## src/rtl/mem_pkg.sv

```systemverilog
// Shared definitions for the memory-access / write-back stage: funct3 encodings,
// FSM state type and the access alignment rule.
package mem_pkg;

    localparam logic [2:0] F3_LB  = 3'b000;
    localparam logic [2:0] F3_LH  = 3'b001;
    localparam logic [2:0] F3_LW  = 3'b010;
    localparam logic [2:0] F3_LBU = 3'b100;
    localparam logic [2:0] F3_LHU = 3'b101;
    localparam logic [2:0] F3_SB  = 3'b000;
    localparam logic [2:0] F3_SH  = 3'b001;
    localparam logic [2:0] F3_SW  = 3'b010;

    typedef enum logic {
        ST_IDLE   = 1'b0,
        ST_ACCESS = 1'b1
    } state_e;

    // Byte accesses are always aligned; halves need an even offset, words offset 0.
    function automatic logic is_aligned(input logic [2:0] funct3, input logic [1:0] offset);
        logic ok;
        case (funct3)
            3'b000, 3'b100: ok = 1'b1;
            3'b001, 3'b101: ok = ~offset[0];
            3'b010:         ok = (offset == 2'b00);
            default:        ok = 1'b0;
        endcase
        return ok;
    endfunction

endpackage

```

## src/rtl/load_extend.sv

```systemverilog
// Selects the addressed byte/half/word lane of a read word and sign- or
// zero-extends it to the 32-bit write-back value.
module load_extend
    import mem_pkg::*;
(
    input  logic [31:0] rdata,
    input  logic [2:0]  funct3,
    input  logic [1:0]  offset,
    output logic [31:0] wb_value
);

    logic [7:0]  byte_sel;
    logic [15:0] half_sel;

    always_comb begin
        byte_sel = rdata[{offset, 3'b000} +: 8];
        half_sel = offset[1] ? rdata[31:16] : rdata[15:0];
        case (funct3)
            F3_LB:   wb_value = {{24{byte_sel[7]}}, byte_sel};
            F3_LBU:  wb_value = {24'd0, byte_sel};
            F3_LH:   wb_value = {{16{half_sel[15]}}, half_sel};
            F3_LHU:  wb_value = {16'd0, half_sel};
            F3_LW:   wb_value = rdata;
            default: wb_value = 32'd0;
        endcase
    end

endmodule

```

## src/rtl/mem_writeback.sv

```systemverilog
// Memory-access and write-back stage: issues loads/stores over a req/ack port and
// produces registered register-file write-back; rejects misaligned/illegal accesses.
//
//   state     | meaning
//   ----------+-----------------------------------------------------------
//   ST_IDLE   | accepting instructions; ALU results written back directly
//   ST_ACCESS | dmem request outstanding, all dmem_* held until ack
module mem_writeback
    import mem_pkg::*;
#(
    parameter int ADDR_W = 32
) (
    input  logic              clk,
    input  logic              reset,
    input  logic              in_valid,
    output logic              in_ready,
    input  logic [31:0]       alu_result,
    input  logic [31:0]       store_data,
    input  logic [4:0]        rd,
    input  logic [2:0]        funct3,
    input  logic              mem_read,
    input  logic              mem_write,
    input  logic              reg_write,
    output logic              dmem_req,
    output logic              dmem_we,
    output logic [ADDR_W-1:0] dmem_addr,
    output logic [31:0]       dmem_wdata,
    output logic [3:0]        dmem_be,
    input  logic              dmem_ack,
    input  logic [31:0]       dmem_rdata,
    output logic              wb_we,
    output logic [4:0]        wb_rd,
    output logic [31:0]       wb_data,
    output logic              mem_err
);

    state_e             state_q, state_d;
    logic               req_q, req_d;
    logic               we_q, we_d;
    logic [ADDR_W-1:0]  addr_q, addr_d;
    logic [31:0]        wdata_q, wdata_d;
    logic [3:0]         be_q, be_d;
    logic [4:0]         rd_q, rd_d;
    logic [2:0]         f3_q, f3_d;
    logic [1:0]         off_q, off_d;
    logic               wb_we_q, wb_we_d;
    logic [4:0]         wb_rd_q, wb_rd_d;
    logic [31:0]        wb_data_q, wb_data_d;
    logic               err_q, err_d;

    logic               is_mem;
    logic               f3_legal;
    logic               access_ok;
    logic [1:0]         off;
    logic [3:0]         be_fmt;
    logic [31:0]        wdata_fmt;
    logic [31:0]        ext_value;

    assign off = alu_result[1:0];

    always_comb begin
        is_mem = mem_read | mem_write;
        if (mem_read & mem_write) begin
            f3_legal = 1'b0;
        end else if (mem_read) begin
            f3_legal = funct3 inside {F3_LB, F3_LH, F3_LW, F3_LBU, F3_LHU};
        end else begin
            f3_legal = funct3 inside {F3_SB, F3_SH, F3_SW};
        end
        access_ok = f3_legal & is_aligned(funct3, off);
    end

    // Byte enables are formed for loads too so the memory sees which lanes are read.
    always_comb begin
        case (funct3[1:0])
            2'b00: begin
                be_fmt    = 4'b0001 << off;
                wdata_fmt = {4{store_data[7:0]}};
            end
            2'b01: begin
                be_fmt    = 4'b0011 << off;
                wdata_fmt = {2{store_data[15:0]}};
            end
            default: begin
                be_fmt    = 4'b1111;
                wdata_fmt = store_data;
            end
        endcase
    end

    load_extend u_load_extend (
        .rdata    (dmem_rdata),
        .funct3   (f3_q),
        .offset   (off_q),
        .wb_value (ext_value)
    );

    always_comb begin
        state_d   = state_q;
        req_d     = req_q;
        we_d      = we_q;
        addr_d    = addr_q;
        wdata_d   = wdata_q;
        be_d      = be_q;
        rd_d      = rd_q;
        f3_d      = f3_q;
        off_d     = off_q;
        wb_we_d   = 1'b0;
        wb_rd_d   = wb_rd_q;
        wb_data_d = wb_data_q;
        err_d     = 1'b0;
        case (state_q)
            ST_IDLE: begin
                if (in_valid) begin
                    if (!is_mem) begin
                        wb_we_d   = reg_write & (rd != 5'd0);
                        wb_rd_d   = rd;
                        wb_data_d = alu_result;
                    end else if (!access_ok) begin
                        err_d = 1'b1;
                    end else begin
                        state_d = ST_ACCESS;
                        req_d   = 1'b1;
                        we_d    = mem_write;
                        addr_d  = {alu_result[ADDR_W-1:2], 2'b00};
                        wdata_d = wdata_fmt;
                        be_d    = be_fmt;
                        rd_d    = rd;
                        f3_d    = funct3;
                        off_d   = off;
                    end
                end
            end
            ST_ACCESS: begin
                if (dmem_ack && req_q) begin
                    state_d = ST_IDLE;
                    req_d   = 1'b0;
                    if (!we_q) begin
                        wb_we_d   = (rd_q != 5'd0);
                        wb_rd_d   = rd_q;
                        wb_data_d = ext_value;
                    end
                end
            end
            default: state_d = ST_IDLE;
        endcase
    end

    always_ff @(posedge clk or posedge reset) begin
        if (reset) begin
            state_q   <= ST_IDLE;
            req_q     <= 1'b0;
            we_q      <= 1'b0;
            addr_q    <= '0;
            wdata_q   <= 32'd0;
            be_q      <= 4'd0;
            rd_q      <= 5'd0;
            f3_q      <= 3'd0;
            off_q     <= 2'd0;
            wb_we_q   <= 1'b0;
            wb_rd_q   <= 5'd0;
            wb_data_q <= 32'd0;
            err_q     <= 1'b0;
        end else begin
            state_q   <= state_d;
            req_q     <= req_d;
            we_q      <= we_d;
            addr_q    <= addr_d;
            wdata_q   <= wdata_d;
            be_q      <= be_d;
            rd_q      <= rd_d;
            f3_q      <= f3_d;
            off_q     <= off_d;
            wb_we_q   <= wb_we_d;
            wb_rd_q   <= wb_rd_d;
            wb_data_q <= wb_data_d;
            err_q     <= err_d;
        end
    end

    assign in_ready   = (state_q == ST_IDLE);
    assign dmem_req   = req_q;
    assign dmem_we    = we_q;
    assign dmem_addr  = addr_q;
    assign dmem_wdata = wdata_q;
    assign dmem_be    = be_q;
    assign wb_we      = wb_we_q;
    assign wb_rd      = wb_rd_q;
    assign wb_data    = wb_data_q;
    assign mem_err    = err_q;

endmodule
```

## config.mk

```make
export PLATFORM = sky130hd
export DESIGN_NAME = mem_writeback
export DESIGN_NICKNAME = d
export VERILOG_FILES = /design/src/rtl/mem_pkg.sv /design/src/rtl/load_extend.sv /design/src/rtl/mem_writeback.sv
export SDC_FILE = /design/constraint.sdc
export NUM_CORES = 1
export LEC_CHECK = 0
export CELL_PAD_IN_SITES_DETAIL_PLACEMENT = 0
export CELL_PAD_IN_SITES_GLOBAL_PLACEMENT = 1
export CORE_AREA = 2 2 112 114
export CTS_CLUSTER_SIZE = 24
export DETAILED_ROUTE_END_ITERATION = 10
export DIE_AREA = 0 0 114 116
export DONT_BUFFER_PORTS = 1
export GPL_ROUTABILITY_DRIVEN = 0
export PLACE_DENSITY = 0.76
export SYNTH_ARGS = -nofsm -noshare
export SYNTH_HDL_FRONTEND = slang
export SYNTH_SLANG_ARGS = --single-unit
```

## constraint.sdc

```tcl
create_clock -name clk -period 8.75 [get_ports clk]
set_input_delay 2.1875 -clock clk [delete_from_list [all_inputs] [get_ports clk]]
set_output_delay 2.1875 -clock clk [all_outputs]
set_load 0.005 [all_outputs]
```

# == Yosys cells after proc, flatten, opt, wreduce, memory -nomap -nowiden ==
# Index checks and enable logic that the tools add are counted.
# W data, S select, Z words.
# word_totals
rom_bits,0
regBits,118
latch_bits,0
memories,0
output_inout_bits,110
mem_bits_rw,0
word_cells,87
# op_classes
n_bitwise,6
n_mux,36
multipliers,0
addsub,0
shift,3
n_eq_ne,15
n_reduce_logical,14
magnitude_cmp,0
n_div,0
# op_table
cell,count
$pmux W32 S5,1
$mux W32,4
$pmux W32 S2,2
$shiftx A32 B6 Y8,1
$mux W5,4
$mux W1,18
$mux W16,1
$reduce_bool A5 Y1,3
$eq A3 B3 Y1 const B,4
$reduce_and A4 Y1,3
$pmux W5 S2,1
$pmux W4 S2,1
$eq A3 B1 Y1 const B,2
$eq A3 B2 Y1 const B,2
$logic_not A3 Y1,2
$ne A2 B1 Y1 const B,3
$ne A2 B2 Y1 const B,3
$pmux W1 S2,3
$logic_not A2 Y1,2
$reduce_or A2 Y1,2
$shl A1 B2 Y4 const A,1
$shl A2 B2 Y4 const A,1
$and A1 B1 Y1,3
$pmux W1 S3,1
5 further kinds,6

# == Longest topological paths before layout ==
# Gate-level depths: netlist of the first run.
# depth
ltp_word,9
mapped_depth,7
depth_no_buf,4

# == Hierarchy ==
# A second synthesis of the first run with hierarchy kept.
# hier_totals
cells_unflattened,534
hier_area_um2,6213.5
# modules_own_cells
module,area_per_inst_um2,instances,seq_area_each_um2,cells_each
mem_writeback,5401.4,1,2952.8,425
load_extend,812.0,1,0.0,109

# == Least setup slack after synthesis of the first run ==
# OpenSTA, ideal clock, no wires.
# synth_timing
kind,input-to-reg
startpoint,input alu_result[0]
endpoint,register addr_q[31] (netlist: dmem_addr[31])
arrival_time_ps,3442
path_buffers,3
path_slack_ps,5181
setup_ps,127
cell_stages,7
cell_sequence,clkbuf_1 -> nor3_1 -> nor2_1 -> nor3_4 -> buf_4 -> buf_6 -> mux2_1
# synth_via
elab_chain_len,4
word_cells_on_any_way,5
# synth_lines
item,line_no,rtl
start: declaration,mem_writeback.sv:17,"input logic [31:0] alu_result,"
$logic_not A2 Y1 or $not A1 Y1 (tied branches),"mem_pkg.sv:25, mem_pkg.sv:24",
$pmux W1 S3 *,mem_pkg.sv:22,case (funct3)
$and A1 B1 Y1 *,mem_writeback.sv:70,"access_ok = f3_legal & is_aligned(funct3, off);"
$reduce_and A4 Y1 (no source line) *,-,
end signal: assignment,mem_writeback.sv:168,addr_q <= addr_d;
end: declaration,mem_writeback.sv:40,"logic [ADDR_W-1:0] addr_q, addr_d;"
# Mark *: on every way between the ends. The rest lies on a longest branch, timed or not.
# A chain may end at the register's enable or synchronous reset.

# == Worst setup path in the final report of the first run ==
# layout_timing
startpoint,input mem_read
endpoint,register wb_data_q[4] (netlist: wb_data[4])
# layout_via
elab_chain_len,3
# layout_lines
item,line_no,rtl
start: declaration,mem_writeback.sv:21,"input logic mem_read,"
$or A1 B1 Y1,mem_writeback.sv:62,is_mem = mem_read | mem_write;
$ne A2 B2 Y1 (no source line),-,
$reduce_and A4 Y1 (no source line),-,
end signal: assignment,mem_writeback.sv:176,wb_data_q <= wb_data_d;
end: declaration,mem_writeback.sv:48,"logic [31:0] wb_data_q, wb_data_d;"
# No other way between the ends.

==> impl_results.md, run 1 <==
- Status: completed
- Final Skew: about 0.0045 ns
- Register area share after synthesis: roughly half
- Hold_buf cts: 0
- Sequential cell area: around 0.0030 sq mm
- Site Rows: 40
- Most common cell in the netlist: dfrtp_1
- WL per Instance: around 24 um
- Power per Cell Area: approximately 370 mW/mm^2
- Min-Delay Path Depth: 2
- Worst Path Buf+Inv: 0
- NumNets Final: ~600
- Post-synth EDFFs: 0
- LEAKAGE: between 2 and 3 nW
- Switching pwr: approximately 0.8 mW
- Part of the power in combinational logic: about a quarter
- First-pass GRT wire length: between 20,000 and 25,000 um
- R2R Setup Slk: approximately 5.4 ns
- Reg-to-Reg Start: state_q
- CP required: around 9.1 ns
- Ys async rst share: between 90% and 100%
- Overflow left after global routing: 0
- Worst-Margin Slew: ~1.2 ns
- Min Tclk post-route: between 4 and 5 ns
- Core ar.: ~0.012 sq mm
- Relative slew slack: 21.3%
- Switching share of power: between 30% and 40%
- Area grow syn2layout: 11.3%
- Clock group share of total power: between 20% and 30%
- CTS max path bufs: 2
- Die height: approximately 120 um
- Top cells by area, synth: dfrtp_1 51%, mux2_2 18%, o22ai_1 3.4%
- Final setup viols: 0
- Reg-to-reg endpoint: wb_data[4]
- H-tree depth: 4
- Post-CTS Setup Bufs: 0
- CP max stage delay: between 0.8 and 0.9 ns
- Worst r2r path cells: 5
- Post-synth top cells: 118 x dfrtp_1, 93 x mux2_2, 36 x a21oi_1
- Antenna Nets Post-Route: 0
- Crit path kind: in2reg
- Die ar.: roughly 0.013 sq mm
- I/O Pins: about 220
- Hold Crit Start: wb_rd[3]
- DR pass1 iterations: 6
- Startpoint Class: input port
- Max_cap viols: 0
- Sink Count: roughly 120
- Initial antenna violation count: 0
- CTS root buffer: clkbuf_16
- Later-pin clock latency in the skew report: about 0.42 ns
- Hold_ws: between 0.5 and 0.6 ns
- Crit path max-delay cell type: nor3_2
- IR drop worst, VDD: ~0.19 mV
- Crit-path cells: nor3_2, o22a_2, nand2_2, o211ai_1
- Final Hold Vio Count: 0
- Number of synthesized register bits: 118
- Synth Cell Area: slightly below 0.006 sq mm
- RSZ-0062 raised after global routing: false
- Seq pwr share: 45.2%
- Fillers: around 1.0k
- Via density: about 6.4
- Worst Setup End Kind: register
- Yosys top cell by area: dfrtp_1
- Crit-path leading delay family: simple AND/OR/NAND/NOR gates
- Syn Inst Count: between 500 and 600
- Die W: around 110 um
- IO Port Bufs: 0
- Synth warn: 0
- Worst Path Max Fanout: 33
- Int Power: about 1.6 mW
- Ratio of cells with drive above 1 in the final layout: between 20% and 30%
- Total number of vias: 4,178
- DRC viols: 0
- Top cell type's share of synthesized area: between 50% and 60%
- Peak Freq: around 250 MHz
- Post_cts resized: 0
- Initial Util: between 40% and 50%
- WL final: 15,700 um
- Worst path arrival time: roughly 4.4 ns
- Avg Inst Size Synth: around 12 sq um
- Final worst-path cycle share: approximately 46%
- Hold Path End: wb_rd[3]
- Multi-input gate area: 0.00266 sq mm
- Top_reg_cell synth: dfrtp_1
- Pins over their slew limit: 0
- CTS tree: done
- Final setup TNS: 0 ns
- Ant diodes: 0
- Total CTS buffers: 17
- GRT Total Usage: 24.2%
- DR iter-0 viols: between 400 and 500
- Yosys cell types: 44
- DP HPWL: ~11,000 um
- Clock slew at reported path FFs: ~0.05 ns
- Min-delay worst type: reg2reg
- Pin count of the biggest net entering global routing: 77
- Number of global-route vias before repair: between 4k and 5k
==> power by group through the flow <==
stage | sequential [mW] | combinational [mW] | clock (mW)
2_1_floorplan | 0.977 | 0.537 | 0
3_3_place_gp | 1.08 | 0.574 | 0
3_5_place_dp | 1.09 | 0.602 | 0
4_1_cts | 1.09 | 0.602 | 0.724
5_1_grt | 1.12 | 0.669 | 0.748
6_report | 1.08 | 0.602 | 0.710
==> metrics by stage <==
step	setup slack, ns	power [mW]	utilization [%]	std cells	area [sq um]
global route	4.50	2.54	54.3	648	6460
detailed placement	4.29	1.70	49.1	616	5850
finish	4.69	2.39	54.3	648	6460
global placement	4.34	1.66	49.1	616	5850
CTS	4.72	2.41	54.3	648	6460
floorplan	3.43	1.51	-	505	5810
==> kinds of logic (layout without fill, tap and decap cells) <==
family	count (synthesis)	count (layout)	synth area share (%)
AOI/OAI and AO/OA	128	128	14.4
DFF	118	118	50.8
muxes	116	116	22.4
and+or+nand+nor	96	96	8.59
buffers and inverters	44	40	3.57
other	1	2	0.0645
xor gates and xnor gates	1	1	0.151
==> cells in the final DEF, fill, tap and decap left out, drive strengths merged <==
| master | netlist | layout |
|---|---|---|
| dfrtp | 118 | 118 |
| mux2 | 101 | 101 |
| a21oi | 36 | 36 |
| o22ai | 33 | 33 |
| nand2 | 32 | 32 |
| clkbuf | 16 | 25 |
| nor2b | 20 | 20 |
| o21ai | 17 | 17 |
| nand3 | 17 | 17 |
| o211ai | 16 | 16 |
| a222oi | 15 | 15 |
| mux2i | 14 | 14 |
| nor2 | 10 | 10 |
| nor3 | 6 | 6 |
| buf | 25 | 5 |
| o21bai | 3 | 3 |
| clkinv | 0 | 3 |
| inv | 3 | 3 |
| o21a | 2 | 2 |
| or2 | 2 | 2 |
| or4 | 2 | 2 |
| conb | 1 | 2 |
| clkinvlp | 0 | 2 |
| bufinv | 0 | 2 |
| nor3b | 2 | 2 |
| xnor2 | 1 | 1 |
| a2bb2oi | 1 | 1 |
| nor4 | 1 | 1 |
| a2111oi | 1 | 1 |
| o311ai | 1 | 1 |
| and4b | 1 | 1 |
| o22a | 1 | 1 |
| nand2b | 1 | 1 |
| and2 | 1 | 1 |
| mux4 | 1 | 1 |
| nand4 | 1 | 1 |
| a21o | 1 | 1 |
| a221oi | 1 | 1 |
==> worst max path at each step <==
stage	from	slack, ns	depth (start not counted)	end
2_1_floorplan	reset	3.43	1	dmem_addr[10]
3_3_place_gp	mem_read	4.34	4	wb_data[7]
3_5_place_dp	mem_read	4.29	4	wb_data[4]
4_1_cts	mem_read	4.72	4	wb_data[4]
5_1_grt	mem_read	4.50	4	wb_data[8]
6_report	mem_read	4.69	4	wb_data[4]
==> registers in the layout (all words and copies together), names as in the netlist <==
register,count
off_q,2
wb_rd,5
wb_data,32
dmem_we,1
dmem_req,1
rd_q,5
dmem_wdata,32
dmem_be,4
dmem_addr,30
state_q,1
mem_err,1
wb_we,1
f3_q,3
==> cell type report <==
cell class	count	area share [%]
Clock inverter	7	1.39
Clock buffer	25	8.13
Multi-Input combinational cell	343	41.2
Inverter	3	0.213
Timing Repair Buffer	5	0.581
Tap cell	147	2.84
Sequential cell	118	45.7
==> routing by layer <==
layer / track usage (%) / routed length (um) / up-vias
met2: 39.2 / 7570 / 223
met4: 11.7 / 422 / 0
met5: 0 / 0 / -
li1: - / - / 1839
met1: 28.2 / 6030 / 2083
met3: 9.88 / 1690 / 33
==> worst register-to-register path, stage by stage (launching register included) <==
cell and delay [ns]:
dfrtp_1 1.01, inv_1 0.30, buf_4 0.32, nor2_1 0.92, nand2_2 0.43, o211ai_1 0.31
Note: power is estimated with default switching activity, not from simulation.
==> inputs of run 2 (changes only) <==
- ABC_AREA: default -> 1
- CORE_AREA: 2 2 112 114 -> 2 2 119 121
- DIE_AREA: 0 0 114 116 -> 0 0 121 123
- PLACE_DENSITY: 0.76 -> 0.75
- clock period: 8.75 -> 3.9 ns (I/O delays scaled with it)
==> run 2 against run 1 <==
  * Synthesized cell count increased by 60%
  * Via count increased by 22%
  * First-iteration DRC count decreased by 56%
  * Setup slack got worse by 3.4 ns
  * Design area increased by 3.0%
  * Synthesized area increased by 3.8%
  * Critical path depth increased by 3
  * Wire length increased by 5.5%
  * Sequential power increased by 100%
  * Critical path type unchanged
  * Critical endpoint is now f3_q[1]
  * Highest routed layer unchanged
==> impl_results.md, run 2 <==
- Status: completed
- R2R Setup Slk: 1.38 ns (-3.99 ns)
- Crit path kind: in2reg
- Fin cells: 973 (+50%)
- Max_cap viols: 0 (unchanged)
- Hold Path End: rd_q[2]
- Final Skew: 0.00586 ns (+0.00141 ns)
- Number of synthesized register bits: 118 (unchanged)
- Area grow syn2layout: 10.3%
- DP Cell Count: 941 (+53%)
- Worst Path Max Fanout: 64 (+94%)
- Worst path arrival time: 2.89 ns (-1.49 ns)
- Number of global-route vias before repair: 5,142 (+18%)
- Via density: 5.22 (-19%)
- Avg Inst Size Synth: 7.49 sq um (-35%)
- WL per Instance: 17.0 um (-30%)
- Reg-to-Reg Start: state_q
- Hold Crit Start: rd_q[2]
- CTS root buffer: clkbuf_16
- DP HPWL: 12,100 um (+6.9%)
- GRT Total Usage: 22.8% (-1.4 points)
- Critical path startpoint: funct3[1]
- Most common cell in the netlist: nand2_1
- Synth warn: 0 (unchanged)
- Most frequent cells in the layout: 229 x nand2_1, 118 x dfrtp_1, 94 x a21oi_1, 81 x inv_1, 76 x nor2_1
- Total number of vias: 5,081 (+22%)
- Final worst-path cycle share: 67.2%
- Post_cts resized: 0 (unchanged)
- Register area share after synthesis: 48.9% (-1.9 points)
- Routing usage on met2: 37.7% (-1.5 points)
- Worst r2r path cells: 7 (+2)
- Final setup viols: 0 (unchanged)
- NumNets Final: 891 (+49%)
- Initial antenna violation count: 0 (unchanged)
- Relative slew slack: 47.7% (+26 points)
- WL final: 16,600 um (+5.5%)
- Initial Util: 44.3% (-4.5 points)
- Min-Delay Path Depth: 2 (unchanged)
- Overflow left after global routing: 0 (unchanged)
- GR peak layer: met2
- Pin count of the biggest net entering global routing: 119 (+55%)
- Syn Inst Count: 805 (+60%)
- Ratio of cells with drive above 1 in the final layout: 6.81% (-21 points)
- Top_reg_cell synth: dfrtp_1
- Ys async rst share: 100% (unchanged)
- RSZ-0062 raised after global routing: false
- Antenna Nets Post-Route: 0 (unchanged)
- Power per Cell Area: 763 mW/mm^2 (+110%)
- IO Port Bufs: 0 (unchanged)
- M1 GR Usage: 25.4% (-2.8 points)
- Top cells by area, synth: dfrtp_1 49%, nand2_1 14%, a21oi_1 7.8%
- Startpoint Class: input port
- IR drop worst, VDD: 0.297 mV (+56%)
- Sink Count: 118 (unchanged)
- Met3 Use GR: 10.5% (+0.63 points)
- Post-synth EDFFs: 0 (unchanged)
- Fillers: 1,371 (+31%)
- Reg-to-reg endpoint: f3_q[1]
- Post-CTS Setup Bufs: 0 (unchanged)
- Clock slew at reported path FFs: 0.06 ns (about the same)
- Synth Cell Area: 0.00603 sq mm (+3.8%)
- Min Tclk post-route: 2.62 ns
- Worst Setup End Kind: register
- Post-synth top cells: 229 x nand2_1, 118 x dfrtp_1, 94 x a21oi_1
- CTS max path bufs: 2 (unchanged)
- Yosys cell types: 32 (-27%)
- CTS tree: done
- DR pass1 iterations: 4 (-2)
- Die height: 123 um (+6.0%)
- Later-pin clock latency in the skew report: 0.41 ns (about the same)
- Pins over their slew limit: 0 (unchanged)
- Hold_buf cts: 0 (unchanged)
- Die W: 121 um (+6.1%)
- Peak Freq: about 380 MHz
- Top cell type's share of synthesized area: 48.9% (-1.9 points)
- Ant diodes: 0 (unchanged)
- First-pass GRT wire length: 26,100 um (+7.9%)
- H-tree depth: 4 (unchanged)
- Yosys top cell by area: dfrtp_1
- Commonest non-fill, non-tap cell in the layout: nand2_1
- Final Hold Vio Count: 0 (unchanged)
- Die ar.: 0.0149 sq mm (+13%)
- I/O Pins: 221 (unchanged)
- Final setup TNS: 0 ns (unchanged)
- CP required: 4.17 ns (-4.90 ns)
- Worst-Margin Slew: 0.782 ns (-0.394 ns)
- LEAKAGE: 3.35 nW (+27%)
- Site Rows: 43 (+7.5%)
- Total CTS buffers: 17 (unchanged)
- DR iter-0 viols: 203 (-56%)
- DRC viols: 0 (unchanged)
- Min-delay worst type: reg2reg
- Core ar.: 0.0136 sq mm (+14%)
-- run 2: changes by cell type in the layout (fill, tap and decap cells not counted), sizes merged, moves of 15 or more --
cell and change:
nand2 +199, a21oi +59, nor2b -20, inv +84, o211ai -15, a222oi -15, o21ai +87, o22ai -32
nor2 +69, mux2 -101
-- run 2: cell families after synthesis --
group | count (synthesis) | share of synthesized area, %
simple gates | 347 | 23.2
buf+inv | 136 | 10.6
flops | 118 | 48.9
other cells | 1 | 0.0622
compound gates | 203 | 17.2
-- run 2: power breakdown --
group | switching (mW) | total [mW] | internal, mW | leakage, nW
Sequential | 0.463 | 2.18 | 1.72 | 1.44
Clock | 0.576 | 1.67 | 1.09 | 0.311
Combinational | 0.785 | 1.23 | 0.447 | 1.60
-- run 2: metal layers --
layer | share of wire [%] | wire (um)
met3 | 11 | 1750
met4 | 2.6 | 423
met1 | 39 | 6420
met5 | 0 | 0
met2 | 48 | 7980
-- run 2: worst max path at each step --
stage,endpoint,slack (ns),depth (start not counted)
final,f3_q[1],1.28,7
after global routing,dmem_wdata[11],1.07,7
after CTS,dmem_wdata[1],1.29,7
after detailed placement,dmem_wdata[1],0.86,7
after global placement,dmem_wdata[30],0.97,7
after floorplan,dmem_addr[10],1.48,1
-- run 2: layout make-up --
type                    instances  area [sq um]  share of cell area (%)
inverters                      86           329                    4.94
well taps                     180           225                    3.38
flip-flops and latches        118          2950                    44.4
multi-input cells             552          2450                    36.8
clock inverters                14           199                    2.99
clock buffers                  18           439                    6.60
repair buffers                  5          62.6                   0.940
-- run 2: per-stage QoR --
step / instance area (sq um) / utilization, % / power, mW / worst slack, ns / hold WS [ns]
global placement: 6020 / 44.2 / 3.41 / 0.974 / 0.493
finish: 6660 / 48.9 / 5.08 / 1.28 / 0.512
floorplan: 6040 / - / 3.14 / 1.48 / 0.473
global route: 6660 / 48.9 / 5.47 / 1.07 / 0.548
CTS: 6660 / 48.9 / 5.15 / 1.29 / 0.516
detailed placement: 6020 / 44.2 / 3.46 / 0.859 / 0.502
-- run 2: worst max-delay path: stages --
cell     delay [ns]
inv_1          0.28
a21oi_1        0.11
a21oi_1        0.30
nand3_4        0.58
buf_12         0.43
nand2_1        0.09
o21ai_1        0.07
